[src/rtl/sliced_serial_alu.sv]
// Bit-serial-by-slice ALU: WIDTH-bit operands processed SLICE bits per clock, LSB slice first.
// Optional overflow output V enabled by defining SLICED_ALU_OVF_EN.
module sliced_serial_alu #(
   parameter int WIDTH = 16,
   parameter int SLICE = 4
) (
   input  logic             CLK,
   input  logic             RST,
   input  logic             START,
   input  logic [WIDTH-1:0] A,
   input  logic [WIDTH-1:0] B,
   input  logic [1:0]       S,
   input  logic             M,
   input  logic             Pin,
   output logic             BUSY,
   output logic             DONE,
   output logic [WIDTH-1:0] R,
   output logic             Pout,
`ifdef SLICED_ALU_OVF_EN
   output logic             V,
`endif
   output logic             ZERO
);

   localparam int NSLICE = WIDTH / SLICE;
   localparam int CW     = (NSLICE > 1) ? $clog2(NSLICE) : 1;
   localparam logic [CW-1:0] LAST = CW'(NSLICE - 1);

   localparam logic IDLE = 1'b0;
   localparam logic RUN  = 1'b1;

   logic             state;
   logic [CW-1:0]    cnt;
   logic             carry;
   logic [WIDTH-1:0] partial;
   logic [WIDTH-1:0] opa, opb;
   logic [1:0]       ops;
   logic             opm;

   logic [SLICE-1:0] sa, sb, bsel, rs;
   logic [SLICE:0]   sum;
   logic             cn;
   logic [WIDTH-1:0] partial_n;
`ifdef SLICED_ALU_OVF_EN
   logic             vn;
`endif

   assign BUSY = (state == RUN);

   always_comb begin
      sa = opa[cnt*SLICE +: SLICE];
      sb = opb[cnt*SLICE +: SLICE];
      case (ops)
         2'b00:   bsel = sb;
         2'b01:   bsel = ~sb;
         2'b10:   bsel = '0;
         default: bsel = '1;
      endcase
      sum = {1'b0, sa} + {1'b0, bsel} + {{SLICE{1'b0}}, carry};
      if (opm) begin
         case (ops)
            2'b00:   rs = sa & sb;
            2'b01:   rs = sa | sb;
            2'b10:   rs = sa ^ sb;
            default: rs = ~sa;
         endcase
         cn = 1'b0;
      end else begin
         rs = sum[SLICE-1:0];
         cn = sum[SLICE];
      end
      partial_n = partial;
      partial_n[cnt*SLICE +: SLICE] = rs;
`ifdef SLICED_ALU_OVF_EN
      // carry into the MSB recovered from its sum bit and its two addend bits
      vn = ~opm & (sum[SLICE] ^ sum[SLICE-1] ^ sa[SLICE-1] ^ bsel[SLICE-1]);
`endif
   end

   always_ff @(posedge CLK or posedge RST) begin
      if (RST) begin
         state   <= IDLE;
         cnt     <= '0;
         carry   <= 1'b0;
         partial <= '0;
         opa     <= '0;
         opb     <= '0;
         ops     <= '0;
         opm     <= 1'b0;
         DONE    <= 1'b0;
         R       <= '0;
         Pout    <= 1'b0;
         ZERO    <= 1'b0;
`ifdef SLICED_ALU_OVF_EN
         V       <= 1'b0;
`endif
      end else begin
         DONE <= 1'b0;
         case (state)
            IDLE: begin
               if (START) begin
                  opa     <= A;
                  opb     <= B;
                  ops     <= S;
                  opm     <= M;
                  carry   <= M ? 1'b0 : Pin;
                  cnt     <= '0;
                  partial <= '0;
                  state   <= RUN;
               end
            end
            default: begin
               partial <= partial_n;
               carry   <= cn;
               cnt     <= cnt + 1'b1;
               if (cnt == LAST) begin
                  state <= IDLE;
                  R     <= partial_n;
                  Pout  <= cn;
                  ZERO  <= (partial_n == '0);
                  DONE  <= 1'b1;
`ifdef SLICED_ALU_OVF_EN
                  V     <= vn;
`endif
               end
            end
         endcase
      end
   end

endmodule

[config.mk]
export PLATFORM = sky130hd
export DESIGN_NAME = sliced_serial_alu
export DESIGN_NICKNAME = d
export VERILOG_FILES = /design/src/rtl/sliced_serial_alu.sv
export SDC_FILE = /design/constraint.sdc
export NUM_CORES = 1
export LEC_CHECK = 0
export CORE_UTILIZATION = 50
export DETAILED_ROUTE_END_ITERATION = 8
export HOLD_SLACK_MARGIN = 0.03
export MAX_ROUTING_LAYER = met4
export PLACE_DENSITY = 0.86
export SLEW_MARGIN = 10
export SYNTH_ARGS = -nofsm -noshare
export SYNTH_HDL_FRONTEND = slang
export SYNTH_SLANG_ARGS = --single-unit
[constraint.sdc]
create_clock -name CLK -period 8.3 [get_ports CLK]
set_input_delay 1.66 -clock CLK [delete_from_list [all_inputs] [get_ports CLK]]
set_output_delay 1.66 -clock CLK [all_outputs]
set_load 0.03 [all_outputs]
==> results.py, run 1 <==
metrics = {
    "detailed_routing": {
        "first_iter_violations": 288,
        "via_count": 3083,
        "first_pass_iters": 4,
        "drc_errors": 0,
        "drt_wl_total_um": 8610,
        "avgViaCountPerCell": 5.40,
        "wire_per_inst_um": 15.1,
        "postRouteAntennaNets": 0,
    },
    "floorplanning": {
        "ios": 59,
        "core-area_um2": 7330,
        "die_x_um": 89.7,
        "die_area_um2": 8050,
        "start_util": 0.525,
        "die_height_um": 89.7,
        "row_count": 31,
    },
    "cells_and_area": {
        "layout_common_cells": "140 x nand2_1, 70 x dfrtp_1, 58 x clkdlybuf4s50_1, 27 x o21ai_0, 17 x ha_1",
        "layout_commonest_cell": "nand2_1",
        "drive_gt1_frac": 0.0742,
        "finalNetCount": 525,
        "synthToLayoutAreaGrowth_pct": 21.3,
        "antenna_cells": 0,
    },
    "setup_path": {
        "path_cells": "clkdlybuf4s50_1",
        "crit_type": "flop to primary output",
        "worstPathMaxFanout": 23,
        "crit_cells": 1,
        "cp.arrival_ps": 2010,
        "path_delay_family": "flip-flops",
        "reg2reg_slack_ps": 4680,
        "reg2reg_depth": 12,
        "cp-start-kind": "flop",
        "cpPeakStageDelay_ps": 850,
        "reg2reg_from": "cnt[0]$_DFFE_PP0P_",
        "startpoint": "BUSY$_DFF_PP0_",
        "critPathRequiredTime_ps": 6640,
        "cp_slowest_cell": "dfrtp_1",
        "crit_buf_inv": 1,
        "cp-end-kind": "primary output",
    },
    "placement": {
        "hpwl_um": 5940,
        "place.gp.congestion": 0.915,
        "portBuffers": 58,
    },
    "sta": {
        "tightest_slew_ps": 1160,
        "clock_skew_ps": 7.81,
        "fin_crit_ps": 3670,
        "max_freq_ghz": 0.272,
        "relSlewSlack": 0.226,
        "tns_ps": 0,
        "fin_crit_sh": 0.442,
        "hold_viol_final": 0,
        "final_max_slew_viol_count": 0,
        "setup_viol": 0,
        "rsz0062_at_grt": "no",
    },
    "min_path": {
        "worstHoldPathCells": 2,
        "hp-start": "opa[6]$_DFFE_PP0P_",
        "hold_path_class": "flop to flop",
    },
    "job": {
        "maxCapViolCount": 0,
    },
    "grt": {
        "grt_pass1_vias": 3167,
        "grt_overflow": 0,
        "grt_max_degree": 71,
        "grt_usage": 0.237,
        "grt_pass1_wl_um": 14700,
        "antenna_found_initial": 0,
    },
    "logic_synthesis": {
        "syn_nets": 475,
        "synth-warning-count": 0,
        "syn_area_um2": 3850,
        "avgSynthCellArea_um2": 9.23,
        "synthDistinctLibCells": 55,
        "synthCells": 417,
        "synth_seq_area_share": 0.455,
        "ys_ff_latch": 70,
    },
    "cts": {
        "cts_buffers": 9,
        "ctsHoldBuffers": 0,
        "clk_latency_ps": 350,
        "post_cts_buffers": 0,
        "cts.path.max_buffers": 2,
        "path_clk_slew_ps": 70,
        "cts_resized": 0,
        "cts-root-buf": "clkbuf_8",
        "cts_sinks": 70,
        "cts_tree": "done",
        "cts_max_level": 3,
    },
    "power": {
        "p_per_area_nw_per_um2": 470,
        "leakage_nw": 2.20,
        "fin_total_pwr_mw": 2.19,
        "irDropWorstVdd_uv": 225,
    },
    "status": {
        "status": "complete, no violations",
    },
}
metal layers:
metal,up-vias,routed length [um],GRT usage
li1,1500,-,-
met1,1500,3890,0.293
met2,65,4180,0.379
met3,18,339,0.0440
met4,0,202,0.108
met5,-,0,-
worst paths after layout:
kind                                      end
min                        opa[6]$_DFFE_PP0P_
min reg2reg                opa[6]$_DFFE_PP0P_
max in group asynchronous  opa[2]$_DFFE_PP0P_
max reg2reg                  ZERO$_DFFE_PP0P_
max                                      BUSY
min in group asynchronous   R[12]$_DFFE_PP0P_
state kept, by name (all words and copies together), names as in the netlist:
name     count
BUSY         1
DONE         1
Pout         1
R           16
ZERO         1
carry        1
cnt          2
opa         16
opb         16
opm          1
ops          2
partial     12
stage by stage:
| step | cells | util | hold slack [ps] | instance area, um2 | setup WS [ps] |
|---|---|---|---|---|---|
| 2_1_floorplan | 417 | - | 437 | 3850 | 4870 |
| 3_3_place_gp | 555 | 0.607 | 450 | 4450 | 4850 |
| 3_5_place_dp | 555 | 0.607 | 460 | 4450 | 4720 |
| 4_1_cts | 571 | 0.637 | 480 | 4670 | 4640 |
| 5_1_grt | 571 | 0.637 | 499 | 4670 | 4450 |
| 6_report | 571 | 0.637 | 477 | 4670 | 4630 |
cells by family after synthesis:
kind of cell,Yosys count,share of synthesized area
compound gates,77,0.141
fa+ha+maj,19,0.0657
buf+inv,38,0.0485
mux,13,0.0517
simple gates,195,0.227
flops,70,0.455
xor+xnor,5,0.0114
synthesized netlist by cell type (all sizes together):
| cell | number | area share |
|---|---|---|
| a32o | 5 | 0.013 |
| inv | 17 | 0.018 |
| ha | 17 | 0.055 |
| a21bo | 1 | 0.0042 |
| clkbuf | 12 | 0.013 |
| nand3 | 2 | 0.0039 |
| a211oi | 2 | 0.0039 |
| a22oi | 3 | 0.0059 |
| a21oi | 17 | 0.023 |
| a31o | 1 | 0.0023 |
| or3 | 1 | 0.0016 |
| a2111oi | 1 | 0.0023 |
| nor4b | 1 | 0.0062 |
| nor4 | 4 | 0.0081 |
| o211ai | 1 | 0.0033 |
| and2 | 2 | 0.0033 |
| and3 | 2 | 0.0036 |
| nor2 | 13 | 0.013 |
| o211a | 1 | 0.0026 |
| a21o | 4 | 0.0078 |
| nand2 | 140 | 0.14 |
| or2 | 2 | 0.0033 |
| o22ai | 4 | 0.0065 |
| o31ai | 1 | 0.0020 |
| nor2b | 17 | 0.028 |
| xnor2 | 5 | 0.011 |
| a41o | 2 | 0.0052 |
| nand2b | 5 | 0.0081 |
| a211o | 1 | 0.0023 |
| mux2 | 3 | 0.0088 |
| mux4 | 4 | 0.027 |
| dfrtp | 70 | 0.46 |
| mux2i | 6 | 0.016 |
| buf | 9 | 0.018 |
| and2b | 1 | 0.0023 |
| a31oi | 1 | 0.0016 |
| nand4 | 1 | 0.0016 |
| a21boi | 1 | 0.0020 |
| o32ai | 2 | 0.014 |
| nand3b | 4 | 0.0078 |
| o21ai | 28 | 0.036 |
| a22o | 1 | 0.0023 |
| fa | 2 | 0.010 |
power breakdown:
| group | leakage [nW] | internal, mW | switching (mW) | total (mW) |
|---|---|---|---|---|
| Combinational | 1.20 | 0.516 | 0.729 | 1.25 |
| Sequential | 0.905 | 0.488 | 0.156 | 0.644 |
| Clock | 0.0998 | 0.170 | 0.133 | 0.303 |
layout make-up:
type / count / area, um2
flip-flops and latches: 70 / 1750
fillers: 569 / 2660
repair buffers: 60 / 596
clock inverters: 5 / 83.8
clock buffers: 11 / 131
multi-input cells: 309 / 1910
well taps: 99 / 124
inverters: 17 / 68.8
Note: power is estimated with default switching activity, not from simulation.
==> run 2: changes to the inputs <==
==> constraint.sdc (replaced) <==
create_clock -name CLK -period 3.5 [get_ports CLK]
set_input_delay 0.7 -clock CLK [delete_from_list [all_inputs] [get_ports CLK]]
set_output_delay 0.7 -clock CLK [all_outputs]
set_load 0.03 [all_outputs]
==> run 2 against run 1 <==
Against the previous run: sequential share of layout area decreased by 0.54 points; sequential power increased by 130%; critical path depth is 12 higher; die area unchanged; final area is 1.5% higher; utilization is 0.97 points higher; flip-flop and latch count stayed put; setup slack worse by 4300 ps.
==> results.py, run 2 (synthesis gave the netlist of run 1 again) <==
metrics = {
    "floorplanning": {
        "row_count": 31,
        "ios": 59,
        "die_height_um": 89.7,
        "die_x_um": 89.7,
        "core-area_um2": 7330,
        "start_util": 0.525,
        "die_area_um2": 8050,
    },
    "placement": {
        "portBuffers": 58,
        "placed_cells": 560,
        "place.gp.congestion": 0.922,
        "hpwl_um": 6160,
        "dpl_worst_slack_ps": 335,
        "dpl-instance-area_um2": 4490,
    },
    "setup_path": {
        "cp.arrival_ps": 3420,
        "startpoint": "cnt[0]$_DFFE_PP0P_",
        "reg2reg_to": "ZERO$_DFFE_PP0P_",
        "reg2reg_from": "cnt[0]$_DFFE_PP0P_",
        "cp-start-kind": "flop",
        "crit_type": "flop to flop",
        "critPathRequiredTime_ps": 3740,
        "worstPathMaxFanout": 4,
        "reg2reg_slack_ps": 310,
        "cp-end-kind": "flop",
        "reg2reg_depth": 13,
    },
    "cts": {
        "cts-root-buf": "clkbuf_8",
        "clk_latency_ps": 350,
        "cts_buffers": 9,
        "cts_tree": "done",
        "post_cts_buffers": 0,
        "path_clk_slew_ps": 70,
        "cts_sinks": 70,
        "cts.path.max_buffers": 2,
        "ctsHoldBuffers": 0,
        "cts_max_level": 3,
    },
    "sta": {
        "hold_viol_final": 0,
        "tns_ps": 0,
        "timing.hold.ws_ps": 471,
        "max_freq_ghz": 0.314,
        "tightest_slew_ps": 1110,
        "relSlewSlack": 0.258,
        "final_max_slew_viol_count": 0,
        "setup_viol": 0,
        "fin_crit_ps": 3190,
        "rsz0062_at_grt": "no",
        "clock_skew_ps": 7.96,
        "worst_slack_ps": 313,
        "fin_crit_sh": 0.911,
    },
    "power": {
        "p_per_area_nw_per_um2": 1110,
        "fin_total_pwr_mw": 5.26,
        "irDropWorstVdd_uv": 508,
        "leakage_nw": 2.25,
    },
    "cells_and_area": {
        "finalNonFillerCells": 576,
        "antenna_cells": 0,
        "drive_gt1_frac": 0.0881,
        "fillers": 582,
        "finish.utilization": 0.646,
        "synthToLayoutAreaGrowth_pct": 23.2,
        "postLayoutCellArea_um2": 4740,
        "layout_commonest_cell": "nand2_1",
        "reg.largest.list": "R: 16 flops, opa: 16 flops, opb: 16 flops",
        "layout_common_cells": "140 x nand2_1, 69 x dfrtp_1, 58 x clkdlybuf4s50_1, 27 x o21ai_0, 17 x ha_1",
        "finalNetCount": 530,
    },
    "min_path": {
        "hp-start": "opa[3]$_DFFE_PP0P_",
        "worstHoldPathCells": 2,
        "hold_end": "opa[3]$_DFFE_PP0P_",
        "hold_path_class": "flop to flop",
    },
    "grt": {
        "grt_max_degree": 37,
        "antenna_found_initial": 0,
        "grt_pass1_vias": 3153,
        "grt_usage": 0.233,
        "grt_pass1_wl_um": 14600,
        "grt_overflow": 0,
    },
    "detailed_routing": {
        "first_iter_violations": 267,
        "wire_per_inst_um": 14.6,
        "via_count": 3072,
        "drc_errors": 0,
        "postRouteAntennaNets": 0,
        "avgViaCountPerCell": 5.33,
        "drt_wl_total_um": 8420,
        "first_pass_iters": 4,
    },
    "job": {
        "maxCapViolCount": 0,
    },
    "status": {
        "status": "complete, no violations",
    },
}
run 2: cell types whose count changed in the layout (fill, tap and decap cells not counted), sizes merged:
cell / delta
bufinv: +1
clkinvlp: -1
buf: +5
run 2: worst max-delay path, stage by stage, from the launching register on:
cell and delay [ps]:
dfrtp_1 420, mux4_1 600, inv_1 90, nor2_1 50
xnor2_1 230, fa_1 230, inv_1 60, fa_1 390
xnor2_1 140, nor2_1 160, a41o_1 210, o21ai_0 130
o211a_1 130, a41o_1 230
run 2: timing repair:
action / 4_1_cts / 5_1_grt
endpoints found under the hold margin: 0 / 0
gates resized for setup: 0 / 1
setup endpoints to repair: 0 / 1
run 2: how the worst max path moves through the flow:
stage	endpoint	cells after the start
global route	ZERO$_DFFE_PP0P_	12
global placement	ZERO$_DFFE_PP0P_	12
CTS	ZERO$_DFFE_PP0P_	13
floorplan	ZERO$_DFFE_PP0P_	14
detailed placement	ZERO$_DFFE_PP0P_	13
finish	ZERO$_DFFE_PP0P_	13
run 2: area by class of cell:
class / count / area, um2 / area share
clock buffer: 11 / 141 / 0.0298
clock inverter: 5 / 106 / 0.0224
inverter: 17 / 68.8 / 0.0145
multi-input combinational: 309 / 1910 / 0.403
sequential: 70 / 1750 / 0.370
tap: 99 / 124 / 0.0261
timing repair buffer: 65 / 633 / 0.134
run 2: layer usage:
metal	track usage	share of wire
met3	0.0457	0.057
met5	-	0
met1	0.287	0.44
met4	0.0861	0.018
met2	0.380	0.49
run 2: power by group:
group          internal (mW)  switching [mW]
combinational           1.24            1.77
sequential              1.16           0.294
clock                  0.494           0.308
total                   2.89            2.37
